**config.mk**
```make
export PLATFORM = sky130hd
export DESIGN_NAME = rv32i_core
export DESIGN_NICKNAME = d
export VERILOG_FILES = /design/src/rtl/rv32i_core.sv
export SDC_FILE = /design/constraint.sdc
export NUM_CORES = 2
export LEC_CHECK = 0
export CORE_MARGIN = 2
export CORE_UTILIZATION = 46
export CTS_BUF_LIST = sky130_fd_sc_hd__clkbuf_2 sky130_fd_sc_hd__clkbuf_4 sky130_fd_sc_hd__clkbuf_8
export DETAILED_ROUTE_END_ITERATION = 10
export PLACE_DENSITY = 0.59
export SYNTH_ARGS = -nofsm -noshare
export SYNTH_HDL_FRONTEND = slang
export SYNTH_SLANG_ARGS = --single-unit
```
**constraint.sdc**
```tcl
create_clock -name clk -period 13.1 [get_ports clk]
set_input_delay 1.31 -clock clk [delete_from_list [all_inputs] [get_ports clk]]
set_output_delay 1.31 -clock clk [all_outputs]
set_load 0.05 [all_outputs]
```
**src/rtl/rv32i_core.sv**
```systemverilog
// rv32i_core: unpipelined RV32I base-integer core, two cycles per instruction.
// The first cycle (FETCH) lets the external synchronous instruction memory
// capture the word at pc; the second (EXECUTE) decodes inst, performs any
// memory access and commits rd and pc on the edge that ends it.
//
// Ports:
//   clk     - system clock, all state changes on the rising edge
//   reset_  - asynchronous active-low reset
//   inst    - instruction word from registered instruction memory
//   pc      - program counter (address of the instruction in flight)
//   addr    - data-memory byte address, rs1+imm for loads/stores in EXECUTE
//   str     - lane-replicated store data, valid in EXECUTE of a store
//   ld      - aligned load word at addr[31:2], read combinationally
module rv32i_core #(
    parameter logic [31:0] RESET_PC = 32'h0000_0000
) (
    input  logic        clk,
    input  logic        reset_,
    input  logic [31:0] inst,
    output logic [31:0] pc,
    output logic [31:0] addr,
    output logic [31:0] str,
    input  logic [31:0] ld
);

    typedef enum logic {FETCH, EXECUTE} state_t;

    localparam logic [6:0] OP_LUI    = 7'b0110111;
    localparam logic [6:0] OP_AUIPC  = 7'b0010111;
    localparam logic [6:0] OP_JAL    = 7'b1101111;
    localparam logic [6:0] OP_JALR   = 7'b1100111;
    localparam logic [6:0] OP_BRANCH = 7'b1100011;
    localparam logic [6:0] OP_LOAD   = 7'b0000011;
    localparam logic [6:0] OP_STORE  = 7'b0100011;
    localparam logic [6:0] OP_IMM    = 7'b0010011;
    localparam logic [6:0] OP_REG    = 7'b0110011;

    state_t      state, state_next;
    logic [31:0] regs [32];

    logic [6:0]  opcode;
    logic [4:0]  rd, rs1, rs2, shamt;
    logic [2:0]  f3;
    logic [31:0] rs1v, rs2v;
    logic [31:0] imm_i, imm_s, imm_b, imm_u, imm_j;
    logic [31:0] alu_b, alu_out, mem_addr, store_data, load_data;
    logic [31:0] pc_next, wb_data;
    logic [7:0]  ld_byte;
    logic [15:0] ld_half;
    logic        wb_en, is_load, is_store, take_branch, alu_legal;

    assign opcode = inst[6:0];
    assign rd     = inst[11:7];
    assign f3     = inst[14:12];
    assign rs1    = inst[19:15];
    assign rs2    = inst[24:20];

    // x0 is hardwired to zero on read; its storage slot is never written.
    assign rs1v = (rs1 == 5'd0) ? 32'd0 : regs[rs1];
    assign rs2v = (rs2 == 5'd0) ? 32'd0 : regs[rs2];

    assign imm_i = {{20{inst[31]}}, inst[31:20]};
    assign imm_s = {{20{inst[31]}}, inst[31:25], inst[11:7]};
    assign imm_b = {{19{inst[31]}}, inst[31], inst[7], inst[30:25], inst[11:8], 1'b0};
    assign imm_u = {inst[31:12], 12'd0};
    assign imm_j = {{11{inst[31]}}, inst[31], inst[19:12], inst[20], inst[30:21], 1'b0};

    // State register
    always_ff @(posedge clk or negedge reset_) begin
        if (!reset_) state <= FETCH;
        else         state <= state_next;
    end

    // Next-state logic: strict alternation between fetch and execute
    always_comb begin
        state_next = FETCH;
        if (state == FETCH) state_next = EXECUTE;
    end

    // Output logic: the data port is only live during EXECUTE of a load/store
    always_comb begin
        addr = 32'd0;
        str  = 32'd0;
        if (state == EXECUTE) begin
            if (is_load || is_store) addr = mem_addr;
            if (is_store)            str  = store_data;
        end
    end

    // Load/store decode; reserved funct3 values fall through as NOPs
    always_comb begin
        is_load    = (opcode == OP_LOAD) && (f3 == 3'b000 || f3 == 3'b001 ||
                     f3 == 3'b010 || f3 == 3'b100 || f3 == 3'b101);
        is_store   = (opcode == OP_STORE) && (f3 == 3'b000 || f3 == 3'b001 || f3 == 3'b010);
        mem_addr   = rs1v + ((opcode == OP_STORE) ? imm_s : imm_i);
        store_data = rs2v;
        if (f3 == 3'b000)      store_data = {4{rs2v[7:0]}};
        else if (f3 == 3'b001) store_data = {2{rs2v[15:0]}};
        ld_byte = ld[{mem_addr[1:0], 3'b000} +: 8];
        ld_half = mem_addr[1] ? ld[31:16] : ld[15:0];
        case (f3)
            3'b000:  load_data = {{24{ld_byte[7]}}, ld_byte};
            3'b001:  load_data = {{16{ld_half[15]}}, ld_half};
            3'b100:  load_data = {24'd0, ld_byte};
            3'b101:  load_data = {16'd0, ld_half};
            default: load_data = ld;
        endcase
    end

    // Shared ALU for register and immediate forms; inst[30] picks SUB/SRA,
    // but SUB only exists in the register form (ADDI has no variant).
    always_comb begin
        alu_b = (opcode == OP_REG) ? rs2v : imm_i;
        shamt = (opcode == OP_REG) ? rs2v[4:0] : inst[24:20];
        case (f3)
            3'b000:  alu_out = (opcode == OP_REG && inst[30]) ? rs1v - alu_b : rs1v + alu_b;
            3'b001:  alu_out = rs1v << shamt;
            3'b010:  alu_out = {31'd0, $signed(rs1v) < $signed(alu_b)};
            3'b011:  alu_out = {31'd0, rs1v < alu_b};
            3'b100:  alu_out = rs1v ^ alu_b;
            3'b101:  alu_out = inst[30] ? 32'($signed(rs1v) >>> shamt) : rs1v >> shamt;
            3'b110:  alu_out = rs1v | alu_b;
            default: alu_out = rs1v & alu_b;
        endcase
        // Only funct7 encodings that RV32I defines are accepted
        if (opcode == OP_REG)
            alu_legal = (inst[31:25] == 7'h00) ||
                        (inst[31:25] == 7'h20 && (f3 == 3'b000 || f3 == 3'b101));
        else if (f3 == 3'b001)
            alu_legal = (inst[31:25] == 7'h00);
        else if (f3 == 3'b101)
            alu_legal = (inst[31:25] == 7'h00) || (inst[31:25] == 7'h20);
        else
            alu_legal = 1'b1;
    end

    // Branch condition; funct3 010/011 are reserved and never taken
    always_comb begin
        case (f3)
            3'b000:  take_branch = (rs1v == rs2v);
            3'b001:  take_branch = (rs1v != rs2v);
            3'b100:  take_branch = ($signed(rs1v) <  $signed(rs2v));
            3'b101:  take_branch = ($signed(rs1v) >= $signed(rs2v));
            3'b110:  take_branch = (rs1v <  rs2v);
            3'b111:  take_branch = (rs1v >= rs2v);
            default: take_branch = 1'b0;
        endcase
    end

    // Writeback and next-PC selection; anything unrecognised is a NOP
    always_comb begin
        wb_en   = 1'b0;
        wb_data = 32'd0;
        pc_next = pc + 32'd4;
        case (opcode)
            OP_LUI:   begin wb_en = 1'b1; wb_data = imm_u; end
            OP_AUIPC: begin wb_en = 1'b1; wb_data = pc + imm_u; end
            OP_JAL: begin
                wb_en   = 1'b1;
                wb_data = pc + 32'd4;
                pc_next = pc + imm_j;
            end
            OP_JALR: if (f3 == 3'b000) begin
                wb_en   = 1'b1;
                wb_data = pc + 32'd4;
                pc_next = rs1v + imm_i;
            end
            OP_BRANCH: if (take_branch) pc_next = pc + imm_b;
            OP_LOAD:   if (is_load) begin wb_en = 1'b1; wb_data = load_data; end
            OP_IMM, OP_REG: if (alu_legal) begin wb_en = 1'b1; wb_data = alu_out; end
            default: ;
        endcase
        // No misalignment traps: the low PC bits are simply dropped
        pc_next[1:0] = 2'b00;
    end

    // Architectural commit happens only on the edge that ends EXECUTE
    always_ff @(posedge clk or negedge reset_) begin
        if (!reset_) begin
            pc <= RESET_PC;
            for (int i = 0; i < 32; i++) regs[i] <= 32'd0;
        end else if (state == EXECUTE) begin
            pc <= pc_next;
            if (wb_en && rd != 5'd0) regs[rd] <= wb_data;
        end
    end

endmodule

```
==> impl_metrics.env <==
export IMPL_synthCells=7415
export IMPL_power_density_nw_per_um2=105.3
export IMPL_drc=0
export IMPL_peakVddDrop_v=0.0001143
export IMPL_intPower_mw=5.852
export IMPL_synthArstFlopShare_pct=100.0
export IMPL_worst_path_max_delay_cell="clkdlybuf4s50_1"
export IMPL_vias=67320
export IMPL_fillers=15180
export IMPL_cts_sink_count=1055
export IMPL_status="finished clean"
export IMPL_final_util_pct=50.66
export IMPL_critPathMostFrequentCell="o21ai_0"
export IMPL_die_height_um=414.2
export IMPL_drt_total_wl_mm=343.8
export IMPL_worstReg2RegEnd="regs[954]$_DFFE_PN0P_"
export IMPL_cpPeakStageDelay_ns=0.81
export IMPL_finalSetupTns_ns=0
export IMPL_slew_headroom_pct=2.364
export IMPL_p_total_mw=8.921
export IMPL_sw_frac_of_total_pct=34.39
export IMPL_grt_pass1_wl_mm=489.8
export IMPL_timing_fmax_mhz=100.9
export IMPL_core_area_um2=167200
export IMPL_end_kind="output pin"
export IMPL_grt_use_total_pct=39.33
export IMPL_dr_pass1_iters=7
export IMPL_worstPathCellList="buf_8 > buf_12 > buf_4 > and3b_1 > a221oi_1 > and3_1 > a211oi_1 > nand2_1 > buf_4 > inv_1 > ha_1 > nand2_1 > o21ai_0 > a21oi_1 > o21ai_0 > a221o_1 > a21oi_1 > o21ai_0 > xor2_1 > nor2_1 > clkdlybuf4s50_1"
export IMPL_dpl_worst_slack_ns=3.221
export IMPL_synth_top_area_share_pct=34.10
export IMPL_cts_buffers=186
export IMPL_die_area_um2=171600
export IMPL_reg2reg_slack_ns=5.06
export IMPL_ys_warn_count=0
export IMPL_ant_nets=0
export IMPL_final_cell_mix="1055 x dfrtp_1, 738 x mux2_2, 581 x nand2_1"
export IMPL_die_w_um=414.2
export IMPL_layout_nets=7570
export IMPL_rsz0062_at_grt="no"
export IMPL_final_hold_violation_count=0
export IMPL_hpwl_mm=236.5
export IMPL_layout_min_cycle_time_ns=9.908
export IMPL_pwr_share_comb_pct=23.8
export IMPL_syn_area_um2=77420
export IMPL_ctsHtreeMaxLevel=4
export IMPL_final_cells=9633
export IMPL_worstSetupPathType="in2out"
export IMPL_post_cts_buffers=0
export IMPL_clock_latency_ns=1.01
export IMPL_maxCapViolCount=0
export IMPL_critPathMaxFanout=97
export IMPL_clkSlewWorstSetupHoldPaths_ns=0.05
export IMPL_cts_resized=0
export IMPL_synth_area_top_cells="dfrtp_1 34%, mux4_2 12%, mux2_2 11%"
export IMPL_grt_overflow=0
export IMPL_ys_seq_elements=1055
export IMPL_layout_commonest_cell="dfrtp_1"
export IMPL_synth_edff_count=0
export IMPL_rows=150
export IMPL_setup_viol=0
export IMPL_start_util_pct=46.30
export IMPL_drive_gt1_share_pct=26.33
export IMPL_syn_to_final_growth_pct=9.426
export IMPL_vias_per_cell=6.988
export IMPL_reg2regPathDepth=17
export IMPL_avgSynthCellArea_um2=10.44
export IMPL_drtIter0Drc=9229
export IMPL_p_leak_nw=36.48
export IMPL_grt_pass1_vias=65190
export IMPL_ys_types=126
export IMPL_synth_ff_type="dfrtp_1"
export IMPL_min_path_type="in2async"
export IMPL_clock_power_share_pct=38.2
export IMPL_worst_pin_slew_ns=1.445
export IMPL_fin_ws_ns=3.192
export IMPL_dp_cells=9295
export IMPL_r2r_start="regs[512]$_DFFE_PN0P_"
export IMPL_grt_max_degree=164
export IMPL_portBuffers=159
export IMPL_wl_per_cell_um=35.69
export IMPL_yosysSeqAreaShare_pct=34.10
export IMPL_clockRootBuffer="clkbuf_8"
export IMPL_gp_congestion=1.095
export IMPL_hold_buffers=0
export IMPL_cts_tree="built"
export IMPL_clk_path_buf_depth=3
export IMPL_antenna_found_initial=19
export IMPL_p_sw_mw=3.068
export IMPL_finClkSkew_ns=0.07825
export IMPL_slew_viol_final=0
export IMPL_startpoint_type="primary input"
export IMPL_yosysTopAreaCell="dfrtp_1"
export IMPL_layout_worst_path_cycle_share_pct=75.63
export IMPL_ios=162
export IMPL_critPathArrivalTime_ns=8.60
export IMPL_required_ns=11.79
export IMPL_p_seq_share_pct=38.0
## layout make-up
type / instances / area, um^2 / share of cell area [%]
clock inverters: 35 / 431.7 / 0.5096
diodes: 5 / 12.51 / 0.01477
repair buffers: 375 / 3324 / 3.924
clock buffers: 297 / 3700 / 4.367
inverters: 164 / 623.1 / 0.7355
multi-input cells: 5498 / 47460 / 56.03
flip-flops and latches: 1055 / 26400 / 31.16
well taps: 2204 / 2758 / 3.255
## worst max path at each step
stage	cells after the start	slack [ns]	endpoint	startpoint
after floorplan	19	5.37	addr[28]	inst[5]
after global placement	21	3.37	regs[31]$_DFFE_PN0P_	inst[3]
after detailed placement	19	3.22	regs[154]$_DFFE_PN0P_	inst[17]
after CTS	21	3.38	addr[31]	inst[16]
after global routing	21	3.15	addr[31]	inst[16]
final	21	3.19	addr[31]	inst[16]
## power by group through the flow
stage               clock network, mW  logic, mW  registers (mW)
floorplan                           0       1.23            3.48
global placement                    0       2.05            3.44
detailed placement                  0       2.05            3.44
CTS                              3.45       2.06            3.38
global route                     3.61       2.23            3.38
finish                           3.41       2.13            3.39
## through the flow
stage / area, um^2 / hold slack (ns)
after floorplan: 77420 / 0.4385
after global placement: 80550 / 0.3775
after detailed placement: 80560 / 0.3844
after CTS: 84700 / 0.2701
after global routing: 84700 / 0.3447
final: 84710 / 0.3078
## cell usage after synthesis, drive strengths merged (15+ instances only)
cell	number
a2111oi	26
a211o	33
a211oi	62
a21o	70
a21oi	392
a221oi	46
a22o	15
a22oi	68
a31oi	83
a32oi	16
and2	48
and3	30
buf	238
clkbuf	461
dfrtp	1055
ha	218
inv	160
mux2	769
mux2i	358
mux4	453
nand2	584
nand2b	52
nand3	103
nand4	45
nor2	512
nor2b	31
nor3	90
nor4	44
o2111ai	16
o211ai	92
o21a	35
o21ai	550
o21bai	41
o221ai	39
o22ai	96
o311ai	17
o31ai	55
or2	15
or3	42
xnor2	102
xor2	45
## worst max-delay path, delay by kind of cell
kind                       cells  cell delay, ns
buffers and inverters          6            2.79
AOI/OAI and AO/OA              8            2.19
and+or+nand+nor                5            1.39
adders and majority gates      1            0.38
xor gates and xnor gates       1            0.17
## layer usage
metal	up-vias	GRT usage, %	routed length (um)
met5	-	0	136
met1	34240	54.20	139000
met2	4359	56.50	145400
met3	937	10.13	37740
li1	27770	-	-
met4	18	21.56	21570
## flip-flops by register name (all words and copies together) (netlist names)
signal	count
regs	1024
pc	30
state	1
## logic make-up after synthesis
logic type,share of synthesized area (%)
AO/OA/AOI/OAI,16.16
XOR/XNOR,1.663
adder cells (fa/ha/maj),3.678
buffers and inverters,5.296
flip-flops,34.10
multiplexers,29.29
other,0.004844
AND/OR/NAND/NOR,9.812
(Power assumes the default switching activity.)
